===== src/rtl/bus_pkg.sv =====
// Shared types and constants for the serial master/slave bus.
package bus_pkg;

    localparam int DEF_ADDR_WIDTH = 16;
    localparam int DEF_DATA_WIDTH = 8;

    localparam logic MODE_READ  = 1'b0;
    localparam logic MODE_WRITE = 1'b1;

    typedef enum logic [2:0] {
        IDLE,
        ADDR,
        WDATA,
        RDATA,
        RESP
    } state_t;

    function automatic int max_int(input int a, input int b);
        return (a > b) ? a : b;
    endfunction

endpackage


===== src/rtl/master_port_if.sv =====
// Serial bus between a master port and a slave port.
//
// Handshake: a wr_bus bit moves on every posedge where master_valid && slave_ready;
// an rd_bus bit moves on every posedge where slave_valid && master_ready. A sender
// holds its data stable while valid is high and ready is low.
interface master_port_if;

    logic mode;
    logic wr_bus;
    logic master_valid;
    logic master_ready;
    logic rd_bus;
    logic slave_ready;
    logic slave_valid;

    modport master (
        output mode,
        output wr_bus,
        output master_valid,
        output master_ready,
        input  rd_bus,
        input  slave_ready,
        input  slave_valid
    );

    modport slave (
        input  mode,
        input  wr_bus,
        input  master_valid,
        input  master_ready,
        output rd_bus,
        output slave_ready,
        output slave_valid
    );

endinterface


===== src/rtl/serial_shift_reg.sv =====
// Left-shifting register: parallel load, MSB shift-out, LSB shift-in, parallel read.
module serial_shift_reg #(
    parameter int WIDTH = 8
) (
    input  logic             clk,
    input  logic             rstn,
    input  logic             load,
    input  logic [WIDTH-1:0] load_data,
    input  logic             shift_out_en,
    input  logic             shift_in_en,
    input  logic             shift_in,
    output logic             msb,
    output logic [WIDTH-1:0] q
);

    always_ff @(posedge clk) begin
        if (!rstn) begin
            q <= '0;
        end else if (load) begin
            q <= load_data;
        end else if (shift_out_en || shift_in_en) begin
            q <= {q[WIDTH-2:0], shift_in_en & shift_in};
        end
    end

    assign msb = q[WIDTH-1];

endmodule


===== src/rtl/master_port.sv =====
// Bus master: serializes a parallel request onto wr_bus and, for reads,
// deserializes the rd_bus reply into a parallel response with timeout error.
module master_port
    import bus_pkg::*;
#(
    parameter int ADDR_WIDTH = DEF_ADDR_WIDTH,
    parameter int DATA_WIDTH = DEF_DATA_WIDTH,
    parameter int TIMEOUT    = 64
) (
    input  logic                  clk,
    input  logic                  rstn,
    input  logic                  req_valid,
    output logic                  req_ready,
    input  logic                  req_write,
    input  logic [ADDR_WIDTH-1:0] req_addr,
    input  logic [DATA_WIDTH-1:0] req_wdata,
    output logic                  rsp_valid,
    input  logic                  rsp_ready,
    output logic [DATA_WIDTH-1:0] rsp_rdata,
    output logic                  rsp_err,
    master_port_if.master         bus,
    output state_t                state_dbg
);

    localparam int TX_W    = ADDR_WIDTH + DATA_WIDTH;
    localparam int CNT_W   = $clog2(max_int(ADDR_WIDTH, DATA_WIDTH) + 1);
    localparam int STALL_W = $clog2(max_int(TIMEOUT, 1) + 1);
    localparam logic [CNT_W-1:0]   ADDR_LAST  = CNT_W'(ADDR_WIDTH - 1);
    localparam logic [CNT_W-1:0]   DATA_LAST  = CNT_W'(DATA_WIDTH - 1);
    localparam logic [STALL_W-1:0] STALL_LAST = STALL_W'(max_int(TIMEOUT, 1) - 1);

    state_t             state, state_d;
    logic [CNT_W-1:0]   bit_cnt, bit_cnt_d;
    logic [STALL_W-1:0] stall_cnt, stall_cnt_d;
    logic               mode_q, mode_d;
    logic               err_q, err_d;
    logic               active, xfer, master_valid, master_ready;
    logic               tx_load, tx_shift, rx_load, rx_shift, tx_msb;
    logic [TX_W-1:0]    unused_tx_q;
    logic [DATA_WIDTH-1:0] rx_q;

    serial_shift_reg #(.WIDTH(TX_W)) u_tx (
        .clk          (clk),
        .rstn         (rstn),
        .load         (tx_load),
        .load_data    ({req_addr, req_wdata}),
        .shift_out_en (tx_shift),
        .shift_in_en  (1'b0),
        .shift_in     (1'b0),
        .msb          (tx_msb),
        .q            (unused_tx_q)
    );

    // rx doubles as the response data register: cleared on accept and on timeout.
    serial_shift_reg #(.WIDTH(DATA_WIDTH)) u_rx (
        .clk          (clk),
        .rstn         (rstn),
        .load         (rx_load),
        .load_data    ('0),
        .shift_out_en (1'b0),
        .shift_in_en  (rx_shift),
        .shift_in     (bus.rd_bus),
        .msb          (),
        .q            (rx_q)
    );

    always_ff @(posedge clk) begin
        if (!rstn) begin
            state     <= IDLE;
            bit_cnt   <= '0;
            stall_cnt <= '0;
            mode_q    <= MODE_READ;
            err_q     <= 1'b0;
        end else begin
            state     <= state_d;
            bit_cnt   <= bit_cnt_d;
            stall_cnt <= stall_cnt_d;
            mode_q    <= mode_d;
            err_q     <= err_d;
        end
    end

    always_comb begin
        state_d      = state;
        bit_cnt_d    = bit_cnt;
        stall_cnt_d  = stall_cnt;
        mode_d       = mode_q;
        err_d        = err_q;
        req_ready    = 1'b0;
        rsp_valid    = 1'b0;
        master_valid = 1'b0;
        master_ready = 1'b0;
        tx_load      = 1'b0;
        tx_shift     = 1'b0;
        rx_load      = 1'b0;
        rx_shift     = 1'b0;
        active       = 1'b0;
        xfer         = 1'b0;

        case (state)
            IDLE: begin
                req_ready = 1'b1;
                if (req_valid) begin
                    tx_load     = 1'b1;
                    rx_load     = 1'b1;
                    mode_d      = req_write;
                    err_d       = 1'b0;
                    bit_cnt_d   = '0;
                    stall_cnt_d = '0;
                    state_d     = ADDR;
                end
            end
            ADDR, WDATA: begin
                active       = 1'b1;
                master_valid = 1'b1;
                xfer         = bus.slave_ready;
                tx_shift     = bus.slave_ready;
                if (xfer) begin
                    stall_cnt_d = '0;
                    bit_cnt_d   = bit_cnt + 1'b1;
                    if (state == ADDR && bit_cnt == ADDR_LAST) begin
                        bit_cnt_d = '0;
                        state_d   = (mode_q == MODE_WRITE) ? WDATA : RDATA;
                    end else if (state == WDATA && bit_cnt == DATA_LAST) begin
                        bit_cnt_d = '0;
                        state_d   = RESP;
                    end
                end
            end
            RDATA: begin
                active       = 1'b1;
                master_ready = 1'b1;
                xfer         = bus.slave_valid;
                rx_shift     = bus.slave_valid;
                if (xfer) begin
                    stall_cnt_d = '0;
                    bit_cnt_d   = bit_cnt + 1'b1;
                    if (bit_cnt == DATA_LAST) begin
                        bit_cnt_d = '0;
                        state_d   = RESP;
                    end
                end
            end
            RESP: begin
                rsp_valid = 1'b1;
                if (rsp_ready) state_d = IDLE;
            end
            default: state_d = IDLE;
        endcase

        // Abort drops mode so every bus output is low while the error is reported.
        if (active && !xfer && TIMEOUT != 0) begin
            if (stall_cnt == STALL_LAST) begin
                state_d     = RESP;
                err_d       = 1'b1;
                mode_d      = MODE_READ;
                rx_load     = 1'b1;
                bit_cnt_d   = '0;
                stall_cnt_d = '0;
            end else begin
                stall_cnt_d = stall_cnt + 1'b1;
            end
        end
    end

    assign bus.master_valid = master_valid;
    assign bus.master_ready = master_ready;
    assign bus.wr_bus       = master_valid & tx_msb;
    assign bus.mode         = mode_q;
    assign rsp_err          = err_q;
    assign rsp_rdata        = rx_q;
    assign state_dbg        = state;

endmodule


===== src/flat_wrapper.sv =====
// flat-port wrapper written by rule: the top's interface ports become plain ports
module master_port_flat import bus_pkg::*;
#(
    parameter int ADDR_WIDTH = DEF_ADDR_WIDTH,
    parameter int DATA_WIDTH = DEF_DATA_WIDTH,
    parameter int TIMEOUT    = 64
)
  (clk, rstn, req_valid, req_ready, req_write, req_addr, req_wdata, rsp_valid, rsp_ready, rsp_rdata, rsp_err, state_dbg, bus_mode, bus_wr_bus, bus_master_valid, bus_master_ready, bus_rd_bus, bus_slave_ready, bus_slave_valid);
  master_port_if bus_i ();
  input  logic clk;
  input  logic rstn;
  input  logic req_valid;
  output logic req_ready;
  input  logic req_write;
  input  logic [ADDR_WIDTH-1:0] req_addr;
  input  logic [DATA_WIDTH-1:0] req_wdata;
  output logic rsp_valid;
  input  logic rsp_ready;
  output logic [DATA_WIDTH-1:0] rsp_rdata;
  output logic rsp_err;
  output state_t state_dbg;
  output wire logic [$bits(bus_i.mode)-1:0] bus_mode;
  output wire logic [$bits(bus_i.wr_bus)-1:0] bus_wr_bus;
  output wire logic [$bits(bus_i.master_valid)-1:0] bus_master_valid;
  output wire logic [$bits(bus_i.master_ready)-1:0] bus_master_ready;
  input wire logic [$bits(bus_i.rd_bus)-1:0] bus_rd_bus;
  input wire logic [$bits(bus_i.slave_ready)-1:0] bus_slave_ready;
  input wire logic [$bits(bus_i.slave_valid)-1:0] bus_slave_valid;
  assign bus_mode = bus_i.mode;
  assign bus_wr_bus = bus_i.wr_bus;
  assign bus_master_valid = bus_i.master_valid;
  assign bus_master_ready = bus_i.master_ready;
  assign bus_i.rd_bus = bus_rd_bus;
  assign bus_i.slave_ready = bus_slave_ready;
  assign bus_i.slave_valid = bus_slave_valid;
  master_port #(.ADDR_WIDTH(ADDR_WIDTH), .DATA_WIDTH(DATA_WIDTH), .TIMEOUT(TIMEOUT)) u_core (.clk(clk), .rstn(rstn), .req_valid(req_valid), .req_ready(req_ready), .req_write(req_write), .req_addr(req_addr), .req_wdata(req_wdata), .rsp_valid(rsp_valid), .rsp_ready(rsp_ready), .rsp_rdata(rsp_rdata), .rsp_err(rsp_err), .bus(bus_i), .state_dbg(state_dbg));
endmodule

===== config.mk =====
export PLATFORM = sky130hd
export DESIGN_NAME = master_port_flat
export DESIGN_NICKNAME = d
export VERILOG_FILES = /design/src/rtl/bus_pkg.sv /design/src/rtl/master_port_if.sv /design/src/rtl/serial_shift_reg.sv /design/src/rtl/master_port.sv /design/src/flat_wrapper.sv
export SDC_FILE = /design/constraint.sdc
export NUM_CORES = 1
export LEC_CHECK = 0
export CORE_AREA = 2 2 75 77
export CTS_BUF_LIST = sky130_fd_sc_hd__clkbuf_8 sky130_fd_sc_hd__clkbuf_16
export DETAILED_ROUTE_END_ITERATION = 8
export DIE_AREA = 0 0 77 79
export PLACE_DENSITY = 0.75
export SLEW_MARGIN = 20
export SYNTH_ARGS = -nofsm -noshare
export SYNTH_HDL_FRONTEND = slang
export SYNTH_SLANG_ARGS = --single-unit
export TNS_END_PERCENT = 50

===== constraint.sdc =====
create_clock -name clk -period 1.68 [get_ports clk]
set_input_delay 0.336 -clock clk [delete_from_list [all_inputs] [get_ports clk]]
set_output_delay 0.336 -clock clk [all_outputs]
set_load 0.01 [all_outputs]

Word level (Yosys, flattened, before mapping)
Cells that the tools add are included.
- equality and inequality tests: 10
- bitwise gates (word level): 3
- reduce and logical (&&, ||, !) cells: 11
- mux-type cells: 48
- add/sub/neg operators: 2
- operators by type and width (cell ; count):
    two-way mux 24 bit ; 2
    two-way mux 5 bit ; 8
    two-way mux 7 bit ; 5
    two-way mux 3 bit ; 9
    one-hot mux 7 bit (3 select lines) ; 1
    two-way mux 1 bit ; 20
    one-hot mux 5 bit (3 select lines) ; 1
    one-hot mux 3 bit (4 select lines) ; 1
    != test 3 x 2 -> 1 bit, second input constant ; 3
    adder 7 x 1 -> 7 bit, second input constant ; 1
    == test 7 x 6 -> 1 bit, second input constant ; 1
    == test 3 x 2 -> 1 bit, second input constant ; 2
    adder 5 x 1 -> 5 bit, second input constant ; 1
    == test 5 x 3 -> 1 bit, second input constant ; 1
    == test 5 x 4 -> 1 bit, second input constant ; 1
    AND reduction 4 bit ; 1
    nonzero test 4 bit ; 1
    OR reduction 2 bit ; 2
    == test 3 x 1 -> 1 bit, second input constant ; 1
    == test 3 bit, second input constant ; 1
    logical AND 1 bit ; 3
    zero test 3 bit ; 1
    OR reduction 3 bit ; 1
    bitwise AND 1 bit ; 2
    other kinds (4) ; 4
- bits of input ports: 32
- bits in registers: 49
- output and inout bits: 18

Longest topological paths before layout
Gate-level depths: netlist of run 1.
- depth in word-level cells: 8
- mapped depth: 7
- depth with buffers taken out: 7

Hierarchy
Synthesis of run 1 repeated with hierarchy kept, for this count alone.
- cell total of the unflattened synthesis: 288
- area, all modules: 2653.8 um^2
- modules (own cells, without submodules) (module ; cells an instance ; seq. area each (um^2) ; area an instance (um^2) ; times used):
    serial_shift_reg (u_core.u_tx) ; 111 ; 480.5 ; 1157.4 ; 1
    master_port ; 136 ; 340.3 ; 1079.8 ; 1
    serial_shift_reg (u_core.u_rx) ; 41 ; 160.2 ; 416.6 ; 1

Worst setup path before layout of run 1
OpenSTA, ideal clock, no wires.
- path type: flip-flop to flip-flop
- from: reg u_core.bit_cnt[0]
- to: reg u_core.bit_cnt[2]
- path slack: -0.039 ns
- path buffers: 0
- setup time: 0.074 ns
- data required time: 1.606 ns
- arrival time: 1.645 ns
- cell stages (with the launch flop): 8
- path through: dfxtp_1 -> ha_1 -> and3_1 -> ha_1 -> or3b_1 -> o211ai_1 -> o2111ai_1 -> a31oi_1
- cells in the longest elaborated chain, start to end: 8
- elaborated cells between the ends (all ways): 13
- ends and longest elaborated chain (what ; line ; RTL):
    from (decl) ; master_port.sv:33 ; logic [CNT_W-1:0] bit_cnt, bit_cnt_d;
    from (signal assigned) ; master_port.sv:76 ; bit_cnt <= bit_cnt_d;
    parallel branches: the longest is 5 deep, another holds adder 5 x 1 -> 5 bit ; -- ;
    one-hot mux 5 bit (3 select lines) (*) ; master_port.sv:100 ; case (state)
    two-way mux 5 bit ; master_port.sv:153 ; if (stall_cnt == STALL_LAST) begin
    two-way mux 5 bit (*) ; master_port.sv:152 ; if (active && !xfer && TIMEOUT != 0) begin
Every way passes the cells marked *.
A chain may end at the register's enable or synchronous reset.

Worst setup path after layout of run 1
- from: reg u_core.state[0], in the netlist u_core.state_dbg[0]
- to: reg u_core.u_tx.q[22]
- cells in the longest elaborated chain, start to end: 4
- elaborated cells between the ends (all ways): 8
- ends and longest elaborated chain (what ; line ; RTL):
    from (decl) ; master_port.sv:32 ; state_t state, state_d;
    from (signal assigned) ; master_port.sv:75 ; state <= state_d;
    == test 3 x 2 -> 1 bit / == test 3 x 1 -> 1 bit (equally long branches) ; master_port.sv:100 ;
    OR reduction 2 bit ; master_port.sv:100 ;
    two-way mux 1 bit ; master_port.sv:100 ;
    nonzero test 2 bit (no line) ; -- ;
    to (signal assigned) ; serial_shift_reg.sv:20 ; q <= load_data;
    to (signal assigned) ; serial_shift_reg.sv:22 ; q <= {q[WIDTH-2:0], shift_in_en & shift_in};
    to (decl) ; serial_shift_reg.sv:13 ; output logic [WIDTH-1:0] q
Several ways; a longest one is shown, not always the timed one.

==> results of run 1 <==
-- layer usage --
layer | vias up | share of wire | track usage
met5 | - | 0 | 0
met4 | 0 | 0.022 | 0.102
met3 | 18 | 0.048 | 0.0500
met2 | 86 | 0.49 | 0.368
met1 | 1177 | 0.44 | 0.292
li1 | 1185 | - | -
-- path summary, 6_finish.rpt --
kind                            cells after the start  slack, ps                 from                   to
worst min-delay path                                2        440  u_core.stall_cnt[6]  u_core.stall_cnt[6]
worst max register to register                      8       -230  u_core.state_dbg[0]    u_core.u_tx.q[22]
worst max-delay path                                8       -230  u_core.state_dbg[0]    u_core.u_tx.q[22]
worst min register to register                      2        440  u_core.stall_cnt[6]  u_core.stall_cnt[6]
-- through the flow --
| stage | cell area, um^2 | power [uW] | hold WS [ps] |
|---|---|---|---|
| floorplan | 2380 | 1550 | 407 |
| finish | 3850 | 2840 | 444 |
| detailed placement | 3240 | 1780 | 427 |
| global route | 3850 | 2960 | 463 |
| global placement | 3240 | 1760 | 426 |
| CTS | 3700 | 2750 | 444 |
-- what timing repair did --
action | 4_1_cts | 5_1_grt
endpoints found under the setup margin | 34 | 50
cloned | 5 | 4
gates resized for setup | 47 | 32
pin swaps | 23 | 20
setup buffers | 11 | 3
-- cells in the mapped netlist (all sizes together) (4+ instances only) --
cell type  count  area, um^2
a21oi         14        70.1
nand2         32         120
buf           11        66.3
dfxtp         49         981
a31oi          5        31.3
inv            4        15.0
nand3          7        35.0
nor3           5        25.0
clkbuf         8        30.0
a211oi        23         173
nor2          34         128
mux2i         23         230
-- flip-flops by register name (all words and copies together) (netlist names) --
register,count
u_core.stall_cnt,7
u_core.bit_cnt,5
u_core.u_tx.q,24
u_core.u_rx.q,8
u_core.bus.mode,1
u_core.rsp_err,1
u_core.state_dbg,3
-- final cells by class --
class                           count  area share
Inverter                            4     0.00390
Timing Repair Buffer              111       0.307
Sequential cell                    49       0.258
Clock inverter                      3      0.0111
Clock buffer                        5      0.0179
Tap cell                           72      0.0234
Multi-Input combinational cell    198       0.378
-- cell families (layout without fill, tap and decap cells) --
| kind of cell | Yosys count | in the layout | synth area share |
|---|---|---|---|
| AO/OA/AOI/OAI | 63 | 63 | 0.195 |
| XOR/XNOR | 2 | 2 | 0.00737 |
| adder cells (fa/ha/maj) | 3 | 3 | 0.0158 |
| buffers and inverters | 23 | 123 | 0.0469 |
| flip-flops | 49 | 49 | 0.413 |
| multiplexers | 25 | 25 | 0.106 |
| AND/OR/NAND/NOR | 105 | 105 | 0.216 |
-- critical path, delay by kind of cell (launching register included) --
family                 cells  cell delay (ps)
AND/OR/NAND/NOR            1              310
buffers and inverters      5              700
flip-flops                 1              360
AO/OA/AOI/OAI              1              120
multiplexers               1              300
-- report_power, final --
group          switching [uW]  internal, uW  leakage (uW)  total (uW)
Sequential               45.7          1230      0.000403        1270
Clock                     392           441     0.0000595         833
Combinational             312           418       0.00103         730
Total                     750          2090       0.00149        2840
==> out/metrics.cfg, run 1 <==
[sta]
rsz0062_at_grt=yes
clock_skew_ps=14.8
max_freq_ghz=0.524
setup_viol_count_final=31
slew-limit-headroom=0.725
finalSetupTns_ps=-3680
final-max-slew-violation-count=0
period_share=1.13
period_needed_ps=1910
final-hold-violation-count=0
finalWorstSetupSlack_ps=-227
worst_pin_slew_ps=412

[logic_synthesis]
synthCells=270
syn-cell-area_um2=2380
post_synth_num_cell_types=55
syn_avg_cell_area_um2=8.80
ys_ff_latch=49
ys_seq_area_frac=0.413
yosysWarnings=0
ys.flop_type=dfxtp_1
synthArstFlopShare=0
synth_edf_count=0
syn_nets=305

[outcome]
violations=setup timing
outcome=complete, but fails checks

[final_layout]
multi_input_area_um2=1450
nFillCells=414
drive_gt1_frac=0.311
final_common_cell=dfxtp_1
mostFrequentLayoutCells=dfxtp_1, clkdlybuf4s50_1, buf_4
diodes=0
areaGrowthSynthToFinish_pct=61.9
seq_area_um2=993
fin_cells=442
final_core_util=0.721
nNetsFinal=404

[worst_setup_path]
cp-start-kind=register
arrival_ps=2100
required_ps=1870
crit_slowest_cell=dfxtp_4
cpPeakStageDelay_ps=360
endpoint_kind=register
path_cells=buf_12 -> buf_8 -> buf_6 -> nor4b_4 -> buf_6 -> buf_6 -> mux2i_1 -> a211oi_2
cp_common_cell=buf_6
path_class=register to register
crit_fanout=6

[worst_hold_path]
min_path_type=register to register

[route]
vias=2466
wl_per_cell_um=16.3
first_iter_violations=158
finalWirelength_um=7190
dr.pass1.iters=4
drc=0
vias_per_cell=5.58
antenna_left=0

[cts]
h-tree-depth=2
hold_buffers=0
cts.clk_slew.worst_paths_ps=90
clock_sinks=49
cts_buffer_depth=2
cts_tree=yes
clockRootBuffer=clkbuf_8
clk_latency_ps=310
cts_made_buffers=5

[floorplan]
die_x_um=77
dieHeight_um=79
core.rowCount=27
initial_utilization=0.445
core_um2=5340
pin_count=50
die-area_um2=6080

[placed_design]
hpwl_um=4030
gp_congestion=0.842
port_buffers=49
dp_cells=415
dp_slack_ps=-287

[power]
max-vdd-ir-drop_mv=0.494
p_per_area_nw_per_um2=738
p_leak_uw=0.00149

[global_routing]
grt_pass1_wl_um=10900
grt_usage=0.227
antenna_found_initial=0
grt_max_degree=25
grt_pass1_vias=2280
grt_overflow=0

[flow_run]
drv_cap=0

Power figures use the tool's default switching activity.
==> run 2, diff against run 1 <==
CORE_AREA = 2 2 96 61   (was 2 2 75 77)
DIE_AREA = 0 0 98 63   (was 0 0 77 79)
==> run 2 against run 1 <==
Against the previous run: the flow still finishes with violations (setup timing); fmax grew 10%; worst hold slack gained 18 ps; via count shrank 3.4%; setup slack gained 170 ps; core utilization shrank 2.0 points.
==> out/metrics.cfg, run 2 (synthesized netlist as in run 1, its figures left out) <==
[cts]
h-tree-depth=2
cts.clk_slew.worst_paths_ps=90
cts_tree=yes
cts_buffer_depth=2
clock_sinks=49
cts_made_buffers=5
clockRootBuffer=clkbuf_8
clk_latency_ps=300

[global_routing]
grt_max_degree=25
grt_pass1_vias=2269
grt_usage=0.221
grt_overflow=0
antenna_found_initial=0
grt_pass1_wl_um=11200

[sta]
final-hold-violation-count=0
clock_skew_ps=8.85
finalWorstSetupSlack_ps=-52.0
rsz0062_at_grt=yes
period_needed_ps=1730
period_share=1.03
finalSetupTns_ps=-52.0
max_freq_ghz=0.577
setup_viol_count_final=1
worst_pin_slew_ps=423
final-max-slew-violation-count=0
slew-limit-headroom=0.715

[worst_setup_path]
cp_common_cell=ha_4
crit_slowest_cell=or3b_1
cp-start-kind=register
arrival_ps=1970
required_ps=1910
r2r_cells=7
path_buf_inv=0
cpPeakStageDelay_ps=370
crit_family=simple AND/OR/NAND/NOR gates
path_cells=ha_4 -> and3_4 -> ha_4 -> or3b_1 -> o211ai_1 -> o2111ai_1 -> a31oi_1
crit_fanout=3
path_class=register to register
rr_startpoint=u_core.bit_cnt[0]
endpoint_kind=register
r2r_end=u_core.bit_cnt[2]
rrSetupSlack_ps=-50

[final_layout]
mostFrequentLayoutCells=buf_4, dfxtp_1, clkdlybuf4s50_1
areaGrowthSynthToFinish_pct=57.2
largestRegisters=u_core.u_tx.q (24), u_core.u_rx.q (8), u_core.stall_cnt (7)
nFillCells=392
final_common_cell=buf_4
diodes=0
largest-register=u_core.u_tx.q
nNetsFinal=397
final_core_util=0.700
drive_gt1_frac=0.292
largest_reg_flops=24
fin_cells=432
final_area_um2=3730

[placed_design]
gp_congestion=0.953
hpwl_um=4570
dp_cells=417
port_buffers=49
dpl_cell_area_um2=3280

[floorplan]
pin_count=50
core_um2=5330
die-area_um2=6170
core.rowCount=21
dieHeight_um=63
initial_utilization=0.445
die_x_um=98

[power]
max-vdd-ir-drop_mv=0.374
p_comb_frac=0.213
switchingPower_uw=727
p_leak_uw=0.00143
cell_internal_pwr_uw=2160
switching_share=0.252
pwr-share-seq=0.443
p_per_area_nw_per_um2=774
clockPowerShare=0.345

[route]
drc=0
vias=2383
finalWirelength_um=6920
antenna_left=0
vias_per_cell=5.52
wl_per_cell_um=16.0
dr.pass1.iters=4
first_iter_violations=214

[worst_hold_path]
hold_end=u_core.u_rx.q[7]
min_path_type=register to register
min_delay_path_depth=2
holdCritStartpoint=u_core.u_rx.q[7]

[outcome]
outcome=complete, but fails checks
violations=setup timing

[flow_run]
drv_cap=0

## run 2: per-stage QoR
step                hold WS (ps)  total power (uW)  setup slack (ps)
global placement             416              1770              -253
detailed placement           434              1790              -269
finish                       463              2890             -52.0
global route                 487              3000              -188
CTS                          452              2830             -74.5
floorplan                    407              1550             0.653
## run 2: cell type report
class | count | area, um^2 | share of cell area
sequential | 49 | 997 | 0.267
tap | 69 | 86.3 | 0.0231
multi-input combinational | 198 | 1490 | 0.400
clock buffer | 5 | 68.8 | 0.0184
inverter | 4 | 15.0 | 0.00402
clock inverter | 3 | 65.1 | 0.0174
timing repair buffer | 104 | 1010 | 0.270
## run 2: tightest hold or removal path, stage by stage (launching register included)
cell	delay, ps
dfxtp_1	320
nand2_1	50
a21oi_1	60
## run 2: how the worst max path moves through the flow
stage	from	end	slack (ps)	cells past startpoint
floorplan	u_core.bit_cnt[0]	u_core.bit_cnt[2]	0.7	7
global placement	bus_slave_ready	u_core.stall_cnt[3]	-250	5
detailed placement	bus_slave_ready	u_core.stall_cnt[4]	-270	5
CTS	u_core.bit_cnt[0]	u_core.bit_cnt[2]	-70	7
global route	u_core.bit_cnt[1]	u_core.bit_cnt[2]	-190	7
finish	u_core.bit_cnt[0]	u_core.bit_cnt[2]	-50	7
## run 2: power groups by stage
stage | registers (uW) | clock network [uW] | logic, uW
6_report | 1280 | 996 | 614
5_1_grt | 1290 | 1050 | 661
4_1_cts | 1270 | 1010 | 546
3_5_place_dp | 1300 | 0 | 491
3_3_place_gp | 1290 | 0 | 479
2_1_floorplan | 1290 | 0 | 265
## run 2: routing by layer
layer | track usage | share of wire | up-vias
met2 | 0.340 | 0.46 | 77
met1 | 0.322 | 0.47 | 1131
li1 | - | - | 1167
met3 | 0.0548 | 0.063 | 8
met4 | 0.0313 | 0.0074 | 0
met5 | 0 | 0 | -
## run 2: timing repair
item	4_1_cts	5_1_grt
hold buffers	0	0
gates cloned	2	1
resized for setup	37	36
setup buffers	1	4
pin swaps	4	19
setup endpoints to repair	46	37
==> run 3, diff against run 2 <==
CORE_AREA = 8 8 102 67   (was 2 2 96 61)
DIE_AREA = 0 0 110 75   (was 0 0 98 63)
==> run 3 against run 2 <==
Against the previous run: the run still ends with setup timing left; sequential share of layout area fell by 2.7 points; routed wire length rose by 54%; non-clock buffer count rose by 18; final cell count rose by 4.2%; clock power fell by 7.7%; fmax fell by 11%; critical path type unchanged; largest cell class unchanged; largest power group unchanged.
==> out/metrics.cfg, run 3 (synthesized netlist as in run 1, its figures left out) <==
[sta]
period_share=1.16
final-hold-violation-count=0
finalWorstSetupSlack_ps=-277
slew-limit-headroom=0.695
setup_viol_count_final=40
worst_pin_slew_ps=454
final-max-slew-violation-count=0
finalSetupTns_ps=-5820
rsz0062_at_grt=yes
max_freq_ghz=0.511
period_needed_ps=1960
clock_skew_ps=17.5
holdWs_ps=442

[floorplan]
die-area_um2=8250
core_um2=5330
initial_utilization=0.445
die_x_um=110
core.rowCount=21
pin_count=50
dieHeight_um=75

[global_routing]
grt_max_degree=24
grt_overflow=0
grt_usage=0.197
grt_pass1_wl_um=12700
antenna_found_initial=0
grt_pass1_vias=2497

[route]
first_iter_violations=452
dr.pass1.iters=6
vias=2826
antenna_left=0
drc=0
vias_per_cell=6.28
finalWirelength_um=10700
wl_per_cell_um=23.7

[power]
p_leak_uw=0.00159
clockPowerShare=0.293
pwr-share-seq=0.414
max-vdd-ir-drop_mv=0.456
p_per_area_nw_per_um2=758
cell_internal_pwr_uw=2230
switchingPower_uw=905
p_comb_frac=0.293
total_power_uw=3140
switching_share=0.288

[final_layout]
areaGrowthSynthToFinish_pct=74.2
diodes=0
largest_reg_flops=24
mostFrequentLayoutCells=buf_4, dfxtp_1, clkdlybuf4s50_1
final_common_cell=buf_4
drive_gt1_frac=0.402
largestRegisters=u_core.u_tx.q (24), u_core.u_rx.q (8), u_core.stall_cnt (7)
nNetsFinal=415
largest-register=u_core.u_tx.q

[cts]
clockRootBuffer=clkbuf_8
clock_sinks=49
cts_tree=yes
hold_buffers=0
clk_latency_ps=310
cts.clk_slew.worst_paths_ps=110
h-tree-depth=2
cts_buffer_depth=2
cts_made_buffers=5

[worst_setup_path]
r2r_end=u_core.u_tx.q[6]
arrival_ps=2180
endpoint_kind=register
required_ps=1900
path_class=register to register
crit_fanout=6
cp-start-kind=register
rr_startpoint=u_core.state_dbg[0]
rrSetupSlack_ps=-280
r2r_cells=10

[worst_hold_path]
holdCritStartpoint=u_core.stall_cnt[6]
min_path_type=register to register
hold_end=u_core.stall_cnt[6]
min_delay_path_depth=2

[placed_design]
port_buffers=49
dp_slack_ps=-309
hpwl_um=4660
gp_congestion=0.923

[outcome]
outcome=complete, but fails checks
violations=setup timing

[flow_run]
drv_cap=0

==> run 3: changes by cell type in the layout (fill, tap and decap cells not counted), moves of 3 or more <==
cell      before  now
ha_4           3    0
mux2i_1       18   13
a211oi_1      17    8
a211oi_2       6   15
nor2_2         0   14
buf_4         43   47
nor2_4         0    4
buf_6          5    8
buf_16         2    7
nor2_1        34   16
mux2i_2        1    4
==> run 3: worst max path at each step <==
stage	from	end	slack, ps	cells after the start
global route	u_core.state_dbg[0]	u_core.u_tx.q[6]	-340	10
detailed placement	bus_slave_ready	u_core.stall_cnt[4]	-310	5
finish	u_core.state_dbg[0]	u_core.u_tx.q[6]	-280	10
floorplan	u_core.bit_cnt[0]	u_core.bit_cnt[2]	0.7	7
global placement	bus_slave_ready	u_core.stall_cnt[4]	-240	5
CTS	u_core.state_dbg[0]	u_core.u_tx.q[8]	-130	10
==> run 3: final cells by class <==
cell class              instances  area [um^2]
flip-flops and latches         49          993
well taps                      69         86.3
inverters                       4         15.0
repair buffers                122         1320
clock buffers                   6         82.6
clock inverters                 2         37.5
multi-input cells             198         1610
fillers                       259         1190
==> run 3: repair_timing <==
item,CTS,global route
gates resized for setup,47,67
setup buffers,11,6
gates cloned,7,4
setup endpoints to repair,54,51
pin swaps,20,18
==> run 3: power by group through the flow <==
stage	Combinational, uW	Sequential, uW	Clock, uW
6_report	920	1300	919
5_1_grt	952	1310	964
4_1_cts	675	1270	895
3_5_place_dp	473	1300	0
3_3_place_gp	463	1300	0
2_1_floorplan	265	1290	0
==> run 3: metrics by stage <==
step	instances	util	area [um^2]
final	450	0.776	4140
after global routing	450	0.776	4140
after CTS	440	0.702	3740
after detailed placement	414	0.608	3240
after global placement	414	0.608	3240
after floorplan	270	-	2380
==> run 3: worst max-delay path, stage by stage, from the launching register on <==
cell and delay [ps]:
dfxtp_4 380, buf_6 120, buf_6 110, buf_6 110, nor4b_4 280, buf_4 170, a31o_4 140, buf_12 130
buf_16 120, nor2_2 50, a211oi_2 260
==> run 3: routing by layer <==
metal,GRT usage,vias up,wire length [um]
met4,0.0580,0,688
li1,-,1206,-
met5,0,-,0
met2,0.337,228,4810
met3,0.0376,71,1080
met1,0.248,1321,4090
